$ cat config.mk
export PLATFORM = sky130hd
export DESIGN_NAME = if_stage_flat
export DESIGN_NICKNAME = d
export VERILOG_FILES = /design/src/rtl/if_stage_if.sv /design/src/rtl/if_stage.sv /design/src/flat_wrapper.sv
export SDC_FILE = /design/constraint.sdc
export NUM_CORES = 1
export LEC_CHECK = 0
export ABC_AREA = 1
export CORE_ASPECT_RATIO = 1.5
export CORE_MARGIN = 2
export CORE_UTILIZATION = 47
export DETAILED_ROUTE_END_ITERATION = 10
export GPL_TIMING_DRIVEN = 0
export HOLD_SLACK_MARGIN = 0.02
export PLACE_DENSITY_LB_ADDON = 0.05
export SLEW_MARGIN = 30
export SYNTH_ARGS = -nofsm -noshare
export SYNTH_HDL_FRONTEND = slang
export SYNTH_SLANG_ARGS = --single-unit
$ cat constraint.sdc
create_clock -name clk -period 1.9 [get_ports clk]
set_input_delay 0.38 -clock clk [delete_from_list [all_inputs] [get_ports clk]]
set_output_delay 0.38 -clock clk [all_outputs]
set_load 0.05 [all_outputs]
$ cat src/rtl/if_stage_if.sv
// Fetch-stage bundle: redirect/stall controls from the pipeline, ROM port, IF/ID outputs.
// master = fetch stage side, slave = surrounding pipeline / ROM / testbench side.
// Pure wiring, no storage.
interface if_stage_if;
    logic        stall_i;
    logic        flush_i;
    logic [31:0] jump_addr_i;
    logic        rom_ce_o;
    logic [31:0] rom_addr_o;
    logic [31:0] rom_inst_i;
    logic [31:0] id_inst_o;
    logic [31:0] id_pc_o;
    logic        id_valid_o;
    logic [31:0] fetch_cnt_o;

    modport master (
        input  stall_i, flush_i, jump_addr_i, rom_inst_i,
        output rom_ce_o, rom_addr_o, id_inst_o, id_pc_o, id_valid_o, fetch_cnt_o
    );

    modport slave (
        output stall_i, flush_i, jump_addr_i, rom_inst_i,
        input  rom_ce_o, rom_addr_o, id_inst_o, id_pc_o, id_valid_o, fetch_cnt_o
    );
endinterface

$ cat src/rtl/if_stage.sv
// Instruction fetch: PC, ROM addressing, IF/ID register, redirect bubbles, fetch counter.
// Latency: one clock from rom_addr_o to id_inst_o; one instruction per clock unstalled.
// Backpressure: stall_i freezes PC and IF/ID indefinitely; flush_i overrides stall_i.
module if_stage #(
    parameter logic [31:0] RESET_PC = 32'h0000_0000,
    parameter logic [31:0] NOP_INST = 32'h0000_0013
) (
    input  logic       clk,
    input  logic       rst_n,
    if_stage_if.master bus
);

    typedef enum logic {IDLE = 1'b0, FETCH = 1'b1} state_t;

    state_t      state;
    state_t      state_nxt;
    // PC kept as a word index; the byte PC's two low bits are always zero.
    logic [29:0] pc_word;
    logic [31:0] id_inst;
    logic [31:0] id_pc;
    logic        id_valid;
    logic [31:0] fetch_cnt;
    // Jump targets are aligned down, so their low bits are deliberately dropped.
    logic        jump_lsb_unused;

    assign jump_lsb_unused = ^bus.jump_addr_i[1:0];

    // State register: IDLE on reset, leaves it on the first edge afterwards.
    always_ff @(posedge clk or negedge rst_n) begin
        if (!rst_n) state <= IDLE;
        else        state <= state_nxt;
    end

    // Next state: IDLE always advances, FETCH is terminal until reset.
    always_comb begin
        state_nxt = state;
        case (state)
            IDLE:    state_nxt = FETCH;
            FETCH:   state_nxt = FETCH;
            default: state_nxt = IDLE;
        endcase
    end

    // Outputs decoded from the state register and PC; reset drops rom_ce_o at once.
    always_comb begin
        bus.rom_ce_o    = (state == FETCH);
        bus.rom_addr_o  = {2'b00, pc_word};
        bus.id_inst_o   = id_inst;
        bus.id_pc_o     = id_pc;
        bus.id_valid_o  = id_valid;
        bus.fetch_cnt_o = fetch_cnt;
    end

    // PC and IF/ID update: flush beats stall, stall beats normal fetch.
    always_ff @(posedge clk or negedge rst_n) begin
        if (!rst_n) begin
            pc_word   <= RESET_PC[31:2];
            id_inst   <= NOP_INST;
            id_pc     <= 32'h0;
            id_valid  <= 1'b0;
            fetch_cnt <= 32'h0;
        end else if (state == IDLE) begin
            // Only a redirect matters before fetching starts; IF/ID untouched.
            if (bus.flush_i) pc_word <= bus.jump_addr_i[31:2];
        end else if (bus.flush_i) begin
            pc_word  <= bus.jump_addr_i[31:2];
            id_inst  <= NOP_INST;
            id_valid <= 1'b0;
        end else if (!bus.stall_i) begin
            id_inst   <= bus.rom_inst_i;
            id_pc     <= {pc_word, 2'b00};
            id_valid  <= 1'b1;
            pc_word   <= pc_word + 30'd1;
            fetch_cnt <= fetch_cnt + 32'd1;
        end
    end

endmodule

$ cat src/flat_wrapper.sv
// flat-port wrapper written by rule: the top's interface ports become plain ports
module if_stage_flat 
#(
    parameter logic [31:0] RESET_PC = 32'h0000_0000,
    parameter logic [31:0] NOP_INST = 32'h0000_0013
)
  (clk, rst_n, bus_stall_i, bus_flush_i, bus_jump_addr_i, bus_rom_inst_i, bus_rom_ce_o, bus_rom_addr_o, bus_id_inst_o, bus_id_pc_o, bus_id_valid_o, bus_fetch_cnt_o);
  if_stage_if bus_i ();
  input  logic clk;
  input  logic rst_n;
  input wire logic [$bits(bus_i.stall_i)-1:0] bus_stall_i;
  input wire logic [$bits(bus_i.flush_i)-1:0] bus_flush_i;
  input wire logic [$bits(bus_i.jump_addr_i)-1:0] bus_jump_addr_i;
  input wire logic [$bits(bus_i.rom_inst_i)-1:0] bus_rom_inst_i;
  output wire logic [$bits(bus_i.rom_ce_o)-1:0] bus_rom_ce_o;
  output wire logic [$bits(bus_i.rom_addr_o)-1:0] bus_rom_addr_o;
  output wire logic [$bits(bus_i.id_inst_o)-1:0] bus_id_inst_o;
  output wire logic [$bits(bus_i.id_pc_o)-1:0] bus_id_pc_o;
  output wire logic [$bits(bus_i.id_valid_o)-1:0] bus_id_valid_o;
  output wire logic [$bits(bus_i.fetch_cnt_o)-1:0] bus_fetch_cnt_o;
  assign bus_i.stall_i = bus_stall_i;
  assign bus_i.flush_i = bus_flush_i;
  assign bus_i.jump_addr_i = bus_jump_addr_i;
  assign bus_i.rom_inst_i = bus_rom_inst_i;
  assign bus_rom_ce_o = bus_i.rom_ce_o;
  assign bus_rom_addr_o = bus_i.rom_addr_o;
  assign bus_id_inst_o = bus_i.id_inst_o;
  assign bus_id_pc_o = bus_i.id_pc_o;
  assign bus_id_valid_o = bus_i.id_valid_o;
  assign bus_fetch_cnt_o = bus_i.fetch_cnt_o;
  if_stage #(.RESET_PC(RESET_PC), .NOP_INST(NOP_INST)) u_core (.clk(clk), .rst_n(rst_n), .bus(bus_i));
endmodule
==> results by group, run 1 <==
Global routing
  – Largest net degree at the start of global routing: 67
  – Overflow after GRT: 0
  – Initial antenna violation count: 0
  – GRT Overall Usage: 28.3%
  – Vias in the first global route: 6407
  – First-pass GRT wire length: 31.9 mm

CTS
  – CTS Root Cell: clkbuf_16
  – Clock latency on the worst-skew pair: 0.42 ns
  – CTS Buffer Depth: 2
  – H-tree level count: 4
  – Clk slew on worst S/H paths: 0.06 ns
  – CTS buffer count: 17
  – Clk sinks: 126
  – CTS tree: built

Power and ir drop
  – Clk pwr share: 35.4%
  – Internal: 0.00568 W
  – Psw: 0.00354 W
  – P_leak: 4.44 nW
  – Peak VDD IR: 539 uV
  – Seq pwr share: 36.1%
  – Net Sw Frac: 38.4%
  – Design Power: 0.00922 W
  – Logic pwr share: 28.4%
  – Pwr dens: 1020 mW/mm2

STA
  – Setup tns final: 0 ns
  – Final worst-path cycle share: 97.3%
  – Final WS setup: 0.0512 ns
  – Fmax: 541 MHz
  – Post-route minimum period: 1.85 ns
  – Number of hold violations in the final report: 0
  – Max Slew Vio Count: 0
  – Slew headroom: 59.5%
  – Final setup skew: 0.00988 ns
  – RSZ-0062 raised after global routing: yes
  – Setup violations, final: 0
  – Worst-Margin Slew: 0.607 ns

Cells and area
  – Fin cells: 1231
  – Post-layout instance area: 0.00904 mm2
  – Nets: 1126
  – Share of layout cells above drive strength 1: 6.92%
  – Area grow syn2layout: 41.4%
  – N_diodes: 0

Critical path
  – Delay-heaviest family, CP: buffers and inverters
  – Critical path launch point: u_core.bus.id_inst_o[4]
  – CP Data Arrival Time: 1.47 ns
  – Levels on crit path: 1
  – WP buf/inv: 1
  – Worst reg2reg endpoint: u_core.bus.fetch_cnt_o[24]
  – Start of the worst register-to-register path: u_core.bus.fetch_cnt_o[1]
  – Worst endpoint required time: 1.52 ns
  – Critical Path Max Stage Delay: 0.53 ns
  – CP startpoint kind: flip-flop
  – Cells along the critical path: dlygate4sd2_1
  – CP endpoint: bus_id_inst_o[4]
  – Worst Path Max Fanout: 2
  – R2R Setup Slk: 0.11 ns
  – Setup CP Type: flip-flop to primary output
  – Crit path capture type: primary output
  – Critical path's slowest cell: dlygate4sd2_1
  – R2R depth: 8

Place
  – Detailed placement HPWL: 15.5 mm
  – Placed Cells: 1197
  – Pre-CTS setup slack: -0.427 ns
  – Placed cell areas: 0.00856 mm2
  – Buffers added on ports: 191
  – Routability cong.: 0.939

Drt
  – Antenna Violating Nets Remaining: 0
  – Wire per inst: 16.3 um
  – Vias: 6390
  – Vias per Instance: 5.19
  – DRC: 0
  – Final WL: 20.1 mm
  – 1st-pass router iterations: 4
  – 1st-iter DRT viols: 287

Synthesis
  – Syn avg cell area: 7.62 um2
  – Mapped Cells: 840
  – Number of distinct library cells after synthesis: 32
  – Synthesized area: 0.00640 mm2
  – Seq cells post-synth: 126
  – Post-synthesis sequential area ratio: 49.3%
  – Synthesis Warnings: 0

Floorplanning
  – Die width: 99.3 um
  – Initial Utilization: 47.7%
  – Row count: 52
  – Core region area: 0.0134 mm2
  – # IOs: 198
  – Die footprint: 0.0146 mm2
  – Die Height: 147 um

Flow run
  – Max-cap violations: 0

Min path
  – Worst hold path type: flip-flop to flip-flop

Run status
  – Run status: completed
cell usage in the layout (no fill, tap or decap), types with 2 or more instances in the layout:
cell / count
inv_2: 4
nand4_1: 8
ha_1: 2
nor2_1: 115
buf_4: 5
nand3b_1: 7
nor2_4: 4
a22o_1: 29
clkinv_4: 3
inv_1: 53
nand2_2: 3
xor2_1: 10
o21ai_0: 52
dfrtp_1: 123
a211oi_1: 2
conb_1: 5
clkinvlp_4: 2
clkbuf_2: 3
o22ai_1: 10
dlygate4sd2_1: 123
clkdlybuf4s50_1: 63
nor4_1: 3
clkbuf_1: 18
nand3_1: 41
buf_2: 8
inv_6: 6
xnor2_1: 9
dfstp_2: 3
nor2_2: 7
bufinv_16: 2
clkbuf_16: 17
o22a_1: 3
nand2_1: 304
a21oi_1: 10
what timing repair did:
| item | 4_1_cts | 5_1_grt |
|---|---|---|
| endpoints found under the hold margin | 57 | 0 |
| setup endpoints to repair | 134 | 30 |
| pin swaps | 0 | 1 |
| buffers inserted | 0 | 1 |
| gates cloned | 0 | 0 |
| hold buffers | 1 | 0 |
| gates resized for setup | 129 | 17 |
power by group through the flow:
| stage | Clock, W | Sequential (W) | Combinational [W] |
|---|---|---|---|
| finish | 0.00327 | 0.00333 | 0.00262 |
| global route | 0.00342 | 0.00339 | 0.00279 |
| CTS | 0.00331 | 0.00333 | 0.00263 |
| detailed placement | 0 | 0.00339 | 0.00285 |
| global placement | 0 | 0.00338 | 0.00282 |
| floorplan | 0 | 0.00448 | 0.000615 |
cell families after synthesis:
logic type	after synthesis	share of synthesized area (%)
simple gates	496	31.4
flops	126	49.3
compound gates	108	10.7
buf+inv	87	5.50
xor+xnor	19	2.60
fa+ha+maj	2	0.391
other cells	2	0.117
worst min-delay path by stage:
stage	startpoint	to	slack (ns)	depth (start not counted)
6_report	u_core.bus.id_valid_o	u_core.bus.id_valid_o	0.47	2
5_1_grt	u_core.bus.id_inst_o[10]	u_core.bus.id_inst_o[10]	0.50	1
4_1_cts	u_core.bus.id_valid_o	u_core.bus.id_valid_o	0.47	2
3_5_place_dp	rst_n	u_core.bus.id_inst_o[6]	0.35	1
3_3_place_gp	u_core.bus.id_valid_o	u_core.bus.id_valid_o	0.46	2
2_1_floorplan	rst_n	u_core.bus.fetch_cnt_o[0]	0.08	0
tightest hold or removal path, stage by stage, from the launching register on:
cell and delay [ns]:
dfrtp_1 0.34, nand2_1 0.05, nand2_1 0.05
final cells by class:
class / instances / area [um2]
Timing Repair Buffer: 194 / 1800
Multi-Input combinational cell: 630 / 2940
Buffer: 30 / 139
Inverter: 57 / 214
Clock inverter: 14 / 159
Clock buffer: 18 / 429
Sequential cell: 126 / 3160
Fill cell: 1240 / 4360
Tap cell: 162 / 203
cell usage after synthesis, drive strengths merged:
cell type | n | area share [%]
a211oi | 2 | 0.23
a21oi | 11 | 0.92
a22o | 29 | 4.0
and3 | 1 | 0.098
buf | 13 | 1.2
clkbuf | 17 | 1.0
conb | 2 | 0.12
dfrtp | 123 | 48
dfstp | 3 | 1.2
ha | 2 | 0.39
inv | 57 | 3.3
nand2 | 307 | 18
nand3 | 42 | 3.3
nand3b | 7 | 0.82
nand4 | 8 | 0.78
nor2 | 126 | 7.7
nor3 | 1 | 0.078
nor3b | 1 | 0.20
nor4 | 3 | 0.29
o21ai | 53 | 4.1
o22a | 3 | 0.41
o22ai | 10 | 0.98
xnor2 | 9 | 1.2
xor2 | 10 | 1.4
metrics by stage:
stage / hold WS [ns] / utilization, %
after floorplan: 0.0844 / -
after global placement: 0.456 / 63.6
after detailed placement: 0.352 / 63.8
after CTS: 0.472 / 67.2
after global routing: 0.504 / 67.5
final: 0.474 / 67.5
sequential cells by signal, indices dropped and copies added (netlist names):
name / flops
u_core.bus.id_valid_o: 1
u_core.bus.id_pc_o: 30
u_core.bus.id_inst_o: 32
u_core.pc_word: 30
u_core.bus.fetch_cnt_o: 32
u_core.bus.rom_ce_o: 1
routing by layer:
metal	routed length, um	up-vias	global-route usage, %	share of wire [%]
li1	-	3133	-	-
met1	7180	3014	29.3	36
met2	11000	190	52.6	55
met3	834	53	4.90	4.2
met4	987	0	15.9	4.9
met5	0	-	0	0
Note: power is estimated with default switching activity, not from simulation.
==> inputs of run 2 (changes only) <==
CTS_CLUSTER_DIAMETER = 200   (was not set)
MAX_ROUTING_LAYER = met4   (was not set)
==> run 2 against run 1 <==
Against the previous run: maximum frequency down 1.3%; hold slack worse by 0.0068 ns; cell count about the same; die area unchanged; critical path type unchanged; critical endpoint is now bus_rom_addr_o[17]; highest routed layer unchanged.
==> results by group, run 2 (synthesis gave the netlist of run 1 again) <==
Drt
  – DRC: 0
  – Final WL: 20.5 mm
  – Vias per Instance: 5.23
  – Antenna Violating Nets Remaining: 0
  – Wire per inst: 16.6 um
  – 1st-iter DRT viols: 383
  – Vias: 6430
  – 1st-pass router iterations: 5

Floorplanning
  – Die width: 99.3 um
  – Row count: 52
  – Die Height: 147 um
  – Initial Utilization: 47.7%
  – Core region area: 0.0134 mm2
  – Die footprint: 0.0146 mm2
  – # IOs: 198

CTS
  – CTS tree: built
  – Clk sinks: 126
  – Clk slew on worst S/H paths: 0.07 ns
  – CTS buffer count: 17
  – Clock latency on the worst-skew pair: 0.42 ns
  – CTS Root Cell: clkbuf_16
  – Post-CTS Setup Bufs: 0
  – CTS Buffer Depth: 2
  – H-tree level count: 4

Global routing
  – GRT Overall Usage: 29.7%
  – Initial antenna violation count: 0
  – Grt met2 use: 52.7%
  – Global-route met3 utilization: 5.14%
  – Global Route met1 Usage: 30.9%
  – Overflow after GRT: 0
  – First-pass GRT wire length: 32.6 mm
  – Vias in the first global route: 6517
  – Largest net degree at the start of global routing: 71
  – GR peak layer: met2

Critical path
  – CP startpoint kind: flip-flop
  – Worst Path Max Fanout: 6
  – Worst reg2reg endpoint: u_core.bus.fetch_cnt_o[18]
  – R2R depth: 9
  – Cells along the critical path: dlygate4sd2_1
  – Delay-heaviest family, CP: buffers and inverters
  – Setup CP Type: flip-flop to primary output
  – WP buf/inv: 1
  – Worst endpoint required time: 1.52 ns
  – CP Data Arrival Time: 1.49 ns
  – Start of the worst register-to-register path: u_core.bus.fetch_cnt_o[1]
  – R2R Setup Slk: 0.05 ns
  – Levels on crit path: 1
  – Crit path capture type: primary output
  – Critical path's slowest cell: dlygate4sd2_1
  – Critical Path Max Stage Delay: 0.57 ns

STA
  – RSZ-0062 raised after global routing: yes
  – Max Slew Vio Count: 0
  – Setup tns final: 0 ns
  – Setup violations, final: 0
  – Fmax: 534 MHz
  – Number of hold violations in the final report: 0
  – Hold_ws: 0.467 ns
  – Post-route minimum period: 1.87 ns
  – Final setup skew: 0.0112 ns
  – Slew headroom: 58.5%
  – Final worst-path cycle share: 98.6%
  – Worst-Margin Slew: 0.623 ns

Flow run
  – Max-cap violations: 0

Cells and area
  – Final core occ: 67.7%
  – Most frequent cells in the layout: nand2_1 (305), dlygate4sd2_1 (125), dfrtp_1 (123)
  – Nets: 1125
  – Post-layout instance area: 0.00907 mm2
  – FF+latch area: 0.00316 mm2
  – Fill cells: 1244
  – Multi-input gate area: 0.00293 mm2
  – N_diodes: 0
  – Share of layout cells above drive strength 1: 6.46%
  – Commonest non-fill, non-tap cell in the layout: nand2_1
  – Area grow syn2layout: 41.8%

Power and ir drop
  – Pwr dens: 1040 mW/mm2
  – Design Power: 0.00945 W
  – Peak VDD IR: 602 uV
  – P_leak: 4.45 nW

Run status
  – Run status: completed

Min path
  – Worst hold path type: primary input to asynchronous set/reset pin

Place
  – Detailed placement HPWL: 15.6 mm
  – Buffers added on ports: 191
  – Routability cong.: 0.971
  – Placed cell areas: 0.00856 mm2
[run 2: changes by cell type in the layout (fill, tap and decap cells not counted), sizes merged]
cell         previous run  this run
bufinv                  2         3
clkbuf                 38        34
clkinv                  4         2
dlygate4sd2           123       125
inv                    63        65
[run 2: how the worst max path moves through the flow]
| stage | slack, ns | end | from |
|---|---|---|---|
| after floorplan | 0.02 | u_core.bus.fetch_cnt_o[18] | u_core.bus.fetch_cnt_o[1] |
| after global placement | -4.64 | u_core.bus.id_pc_o[23] | rst_n |
| after detailed placement | -0.42 | u_core.bus.id_inst_o[9] | bus_flush_i |
| after CTS | 0.009 | u_core.bus.id_inst_o[9] | bus_flush_i |
| after global routing | -0.07 | u_core.pc_word[24] | u_core.pc_word[1] |
| final | 0.03 | bus_rom_addr_o[17] | u_core.pc_word[17] |
[run 2: stage by stage]
step,setup slack (ns),instances
floorplan,0.0240,843
global placement,-4.64,1196
detailed placement,-0.418,1197
CTS,0.00904,1230
global route,-0.0657,1230
finish,0.0274,1230
[run 2: worst register-to-register path: cells and delay by family (launching register included)]
kind / cells / cell delay, ns
simple gates: 7 / 1.06
flops: 1 / 0.41
fa+ha+maj: 1 / 0.21
buf+inv: 1 / 0.07
[run 2: area by class of cell]
| class | count | area share (%) |
|---|---|---|
| clock inverters | 15 | 2.18 |
| plain buffers | 30 | 1.53 |
| clock buffers | 17 | 4.69 |
| repair buffers | 193 | 19.9 |
| well taps | 162 | 2.24 |
| flip-flops and latches | 126 | 34.8 |
| multi-input cells | 630 | 32.3 |
| inverters | 57 | 2.36 |
[run 2: per-layer routing]
metal  part of all wire, %  up-vias  wire length, um
met4                   4.8        0              978
met2                    54      227            11200
li1                      -     3127                -
met1                    36     3015             7470
met5                     0        -                0
met3                   4.3       61              871
[run 2: report_power, final]
group	internal, W	leakage [nW]	switching, W
clock	0.00211	0.300	0.00138
combinational	0.000709	2.55	0.00192
sequential	0.00301	1.60	0.000325
total	0.00583	4.45	0.00362
[run 2: timing repair]
item	in CTS	in global routing
hold endpoints to repair	53	0
hold buffers	1	0
gates cloned	0	0
setup endpoints to repair	133	43
gates resized for setup	129	11
pin swaps	0	1
==> inputs of run 3 (changes only) <==
ABC_AREA = not set   (was 1)
CORE_MARGIN = not set   (was 2)
CORE_UTILIZATION = 45   (was 47)
==> run 3 against run 2 <==
Against the previous run: the flow now finishes with violations (negative setup slack); clock skew decreased by 0.0032 ns; hold slack worse by 0.035 ns; sequential power down 3%; largest power group is now registers.
==> results by group, run 3 <==
Critical path
  – Delay-heaviest family, CP: simple AND/OR/NAND/NOR gates
  – Crit path top cell by count: or4_4
  – R2R depth: 5
  – WP buf/inv: 1
  – CP Data Arrival Time: 2.33 ns
  – Worst Path Max Fanout: 8
  – Setup CP Type: flip-flop to flip-flop
  – Worst reg2reg endpoint: u_core.pc_word[23]
  – CP startpoint kind: flip-flop
  – Critical Path Max Stage Delay: 0.59 ns
  – Levels on crit path: 5
  – CP endpoint: u_core.pc_word[23]
  – Worst endpoint required time: 2.23 ns
  – Crit path capture type: flip-flop
  – Critical path's slowest cell: or4_4
  – R2R Setup Slk: -0.1 ns
  – Start of the worst register-to-register path: u_core.pc_word[8]
  – Cells along the critical path: nand4_1, or4_4, buf_6, or4_4, a31oi_1
  – Critical path launch point: u_core.pc_word[8]

Power and ir drop
  – P_leak: 4.17 nW
  – Psw: 0.00301 W
  – Pwr dens: 979 mW/mm2
  – Design Power: 0.00847 W
  – Clk pwr share: 35.9%
  – Seq pwr share: 38.1%
  – Net Sw Frac: 35.5%
  – Peak VDD IR: 683 uV
  – Logic pwr share: 25.9%
  – Internal: 0.00547 W

CTS
  – Clk sinks: 126
  – CTS Buffer Depth: 2
  – CTS Root Cell: clkbuf_16
  – Clock latency on the worst-skew pair: 0.41 ns
  – CTS tree: built
  – H-tree level count: 4
  – Clk slew on worst S/H paths: 0.06 ns
  – CTS buffer count: 17

Synthesis
  – Seq cells post-synth: 126
  – Top FF cell, synth: dfrtp_1
  – Synthesized area: 0.00558 mm2
  – Yosys top cell area share: 55.2%
  – Synthesis Warnings: 0
  – Mapped Cells: 547
  – Synth top area cells: dfrtp_1 (55%), nand2_1 (8.3%), xnor2_1 (5.3%)
  – Most instantiated cells after synthesis: dfrtp_1 (123), nand2_1 (123), xnor2_1 (34), a22o_1 (29), nor2_1 (26)
  – Count of flip-flops with a built-in enable after synthesis: 0
  – Number of distinct library cells after synthesis: 48
  – Ys async rst share: 100%
  – Yosys top cell by area: dfrtp_1
  – Syn avg cell area: 10.2 um2
  – Post-synthesis sequential area ratio: 56.6%

Cells and area
  – Share of layout cells above drive strength 1: 17.4%
  – Commonest non-fill, non-tap cell in the layout: dlygate4sd2_1
  – Area grow syn2layout: 55.2%
  – Fill cells: 922
  – N_diodes: 0
  – Fin cells: 958
  – Nets: 862
  – Post-layout instance area: 0.00866 mm2
  – Final core occ: 72.1%
  – Most frequent cells in the layout: dlygate4sd2_1 (126), nand2_1 (123), dfrtp_1 (101)

STA
  – Fmax: 500 MHz
  – Post-route minimum period: 2.00 ns
  – Max Slew Vio Count: 0
  – Final setup skew: 0.00798 ns
  – Hold_ws: 0.432 ns
  – RSZ-0062 raised after global routing: yes
  – Number of hold violations in the final report: 0
  – Final worst-path cycle share: 105%
  – Final WS setup: -0.0998 ns
  – Worst-Margin Slew: 0.569 ns
  – Slew headroom: 62.2%
  – Setup violations, final: 9

Min path
  – Worst hold path type: primary input to asynchronous set/reset pin

Floorplanning
  – Core region area: 0.0120 mm2
  – Die footprint: 0.0129 mm2
  – # IOs: 198
  – Die width: 92.9 um
  – Row count: 49
  – Initial Utilization: 46.4%
  – Die Height: 138 um

Global routing
  – Initial antenna violation count: 0
  – Overflow after GRT: 0
  – First-pass GRT wire length: 27.0 mm
  – GRT Overall Usage: 27.6%
  – Vias in the first global route: 5388
  – Largest net degree at the start of global routing: 88

Place
  – Buffers added on ports: 191
  – Routability cong.: 0.805
  – Placed Cells: 895
  – Placed cell areas: 0.00781 mm2
  – Detailed placement HPWL: 11.4 mm

Drt
  – Vias: 5225
  – 1st-pass router iterations: 5
  – Antenna Violating Nets Remaining: 0
  – Wire per inst: 17.3 um
  – Vias per Instance: 5.45
  – 1st-iter DRT viols: 280
  – DRC: 0
  – Final WL: 16.5 mm

Run status
  – Failing checks: negative setup slack
  – Run status: finished with violations

Flow run
  – Max-cap violations: 0
## run 3: changes by cell type in the layout (fill, tap and decap cells not counted), moves of 9 or more
cell     before  now
a21oi_1      10    1
buf_4         4   30
nor2_1      115   24
o21ai_0      52   21
nand2_1     305  123
nand3_1      42   15
dfrtp_2       0   22
nand4_1       8   22
o22ai_1      10    0
dfrtp_1     123  101
inv_1        53    9
xnor2_1       9   34
a31oi_1       0   13
## run 3: how the worst min path moves through the flow
stage / from / end / cells past startpoint
detailed placement: rst_n / u_core.bus.fetch_cnt_o[20] / 1
floorplan: rst_n / u_core.bus.fetch_cnt_o[0] / 0
global route: rst_n / u_core.bus.fetch_cnt_o[20] / 2
CTS: rst_n / u_core.bus.fetch_cnt_o[20] / 2
finish: rst_n / u_core.bus.fetch_cnt_o[20] / 2
global placement: u_core.bus.id_pc_o[30] / u_core.bus.id_pc_o[30] / 2
## run 3: power by group through the flow
stage | registers (W) | clock network, W | logic (W)
5_1_grt | 0.00327 | 0.00319 | 0.00233
3_3_place_gp | 0.00326 | 0 | 0.00224
6_report | 0.00323 | 0.00304 | 0.00220
3_5_place_dp | 0.00328 | 0 | 0.00228
2_1_floorplan | 0.00420 | 0 | 0.000418
4_1_cts | 0.00322 | 0.00309 | 0.00217
## run 3: what timing repair did
item                                    in CTS  in global routing
gates resized for setup                    156                 31
pin swaps                                   16                 19
endpoints found under the setup margin     196                 64
gates cloned                                 0                  1
hold endpoints to repair                    39                  0
hold buffers                                 1                  0
buffers inserted                            22                  9
## run 3: metal layers
metal	up-vias	GRT usage (%)	routed length [um]
met3	35	6.77	1150
met5	-	-	0
met1	2551	32.7	6410
met4	0	10.7	446
met2	222	44.8	8530
li1	2417	-	-
## run 3: final cells by class
cell class | count | area (um2) | share of cell area (%)
Tap cell | 153 | 191 | 2.21
Buffer | 29 | 178 | 2.05
Clock buffer | 18 | 439 | 5.07
Timing Repair Buffer | 225 | 2070 | 24.0
Clock inverter | 14 | 120 | 1.39
Sequential cell | 126 | 3180 | 36.8
Multi-Input combinational cell | 384 | 2440 | 28.2
Inverter | 9 | 33.8 | 0.390
## run 3: cells by family (layout without fill, tap and decap cells)
kind of cell,after synthesis,in the layout,synth area share [%]
simple gates,247,247,21.8
fa+ha+maj,2,2,0.449
flops,126,126,56.6
xor+xnor,43,43,6.75
other cells,2,5,0.135
buf+inv,40,295,3.14
compound gates,86,86,10.9
mux,1,1,0.179
## run 3: metrics by stage
stage	setup TNS (ns)	worst slack (ns)
finish	-0.414	-0.0998
global route	-1.08	-0.145
CTS	-0.241	-0.0878
detailed placement	-58.48	-0.844
global placement	-619.27	-4.93
floorplan	-1.88	-0.243
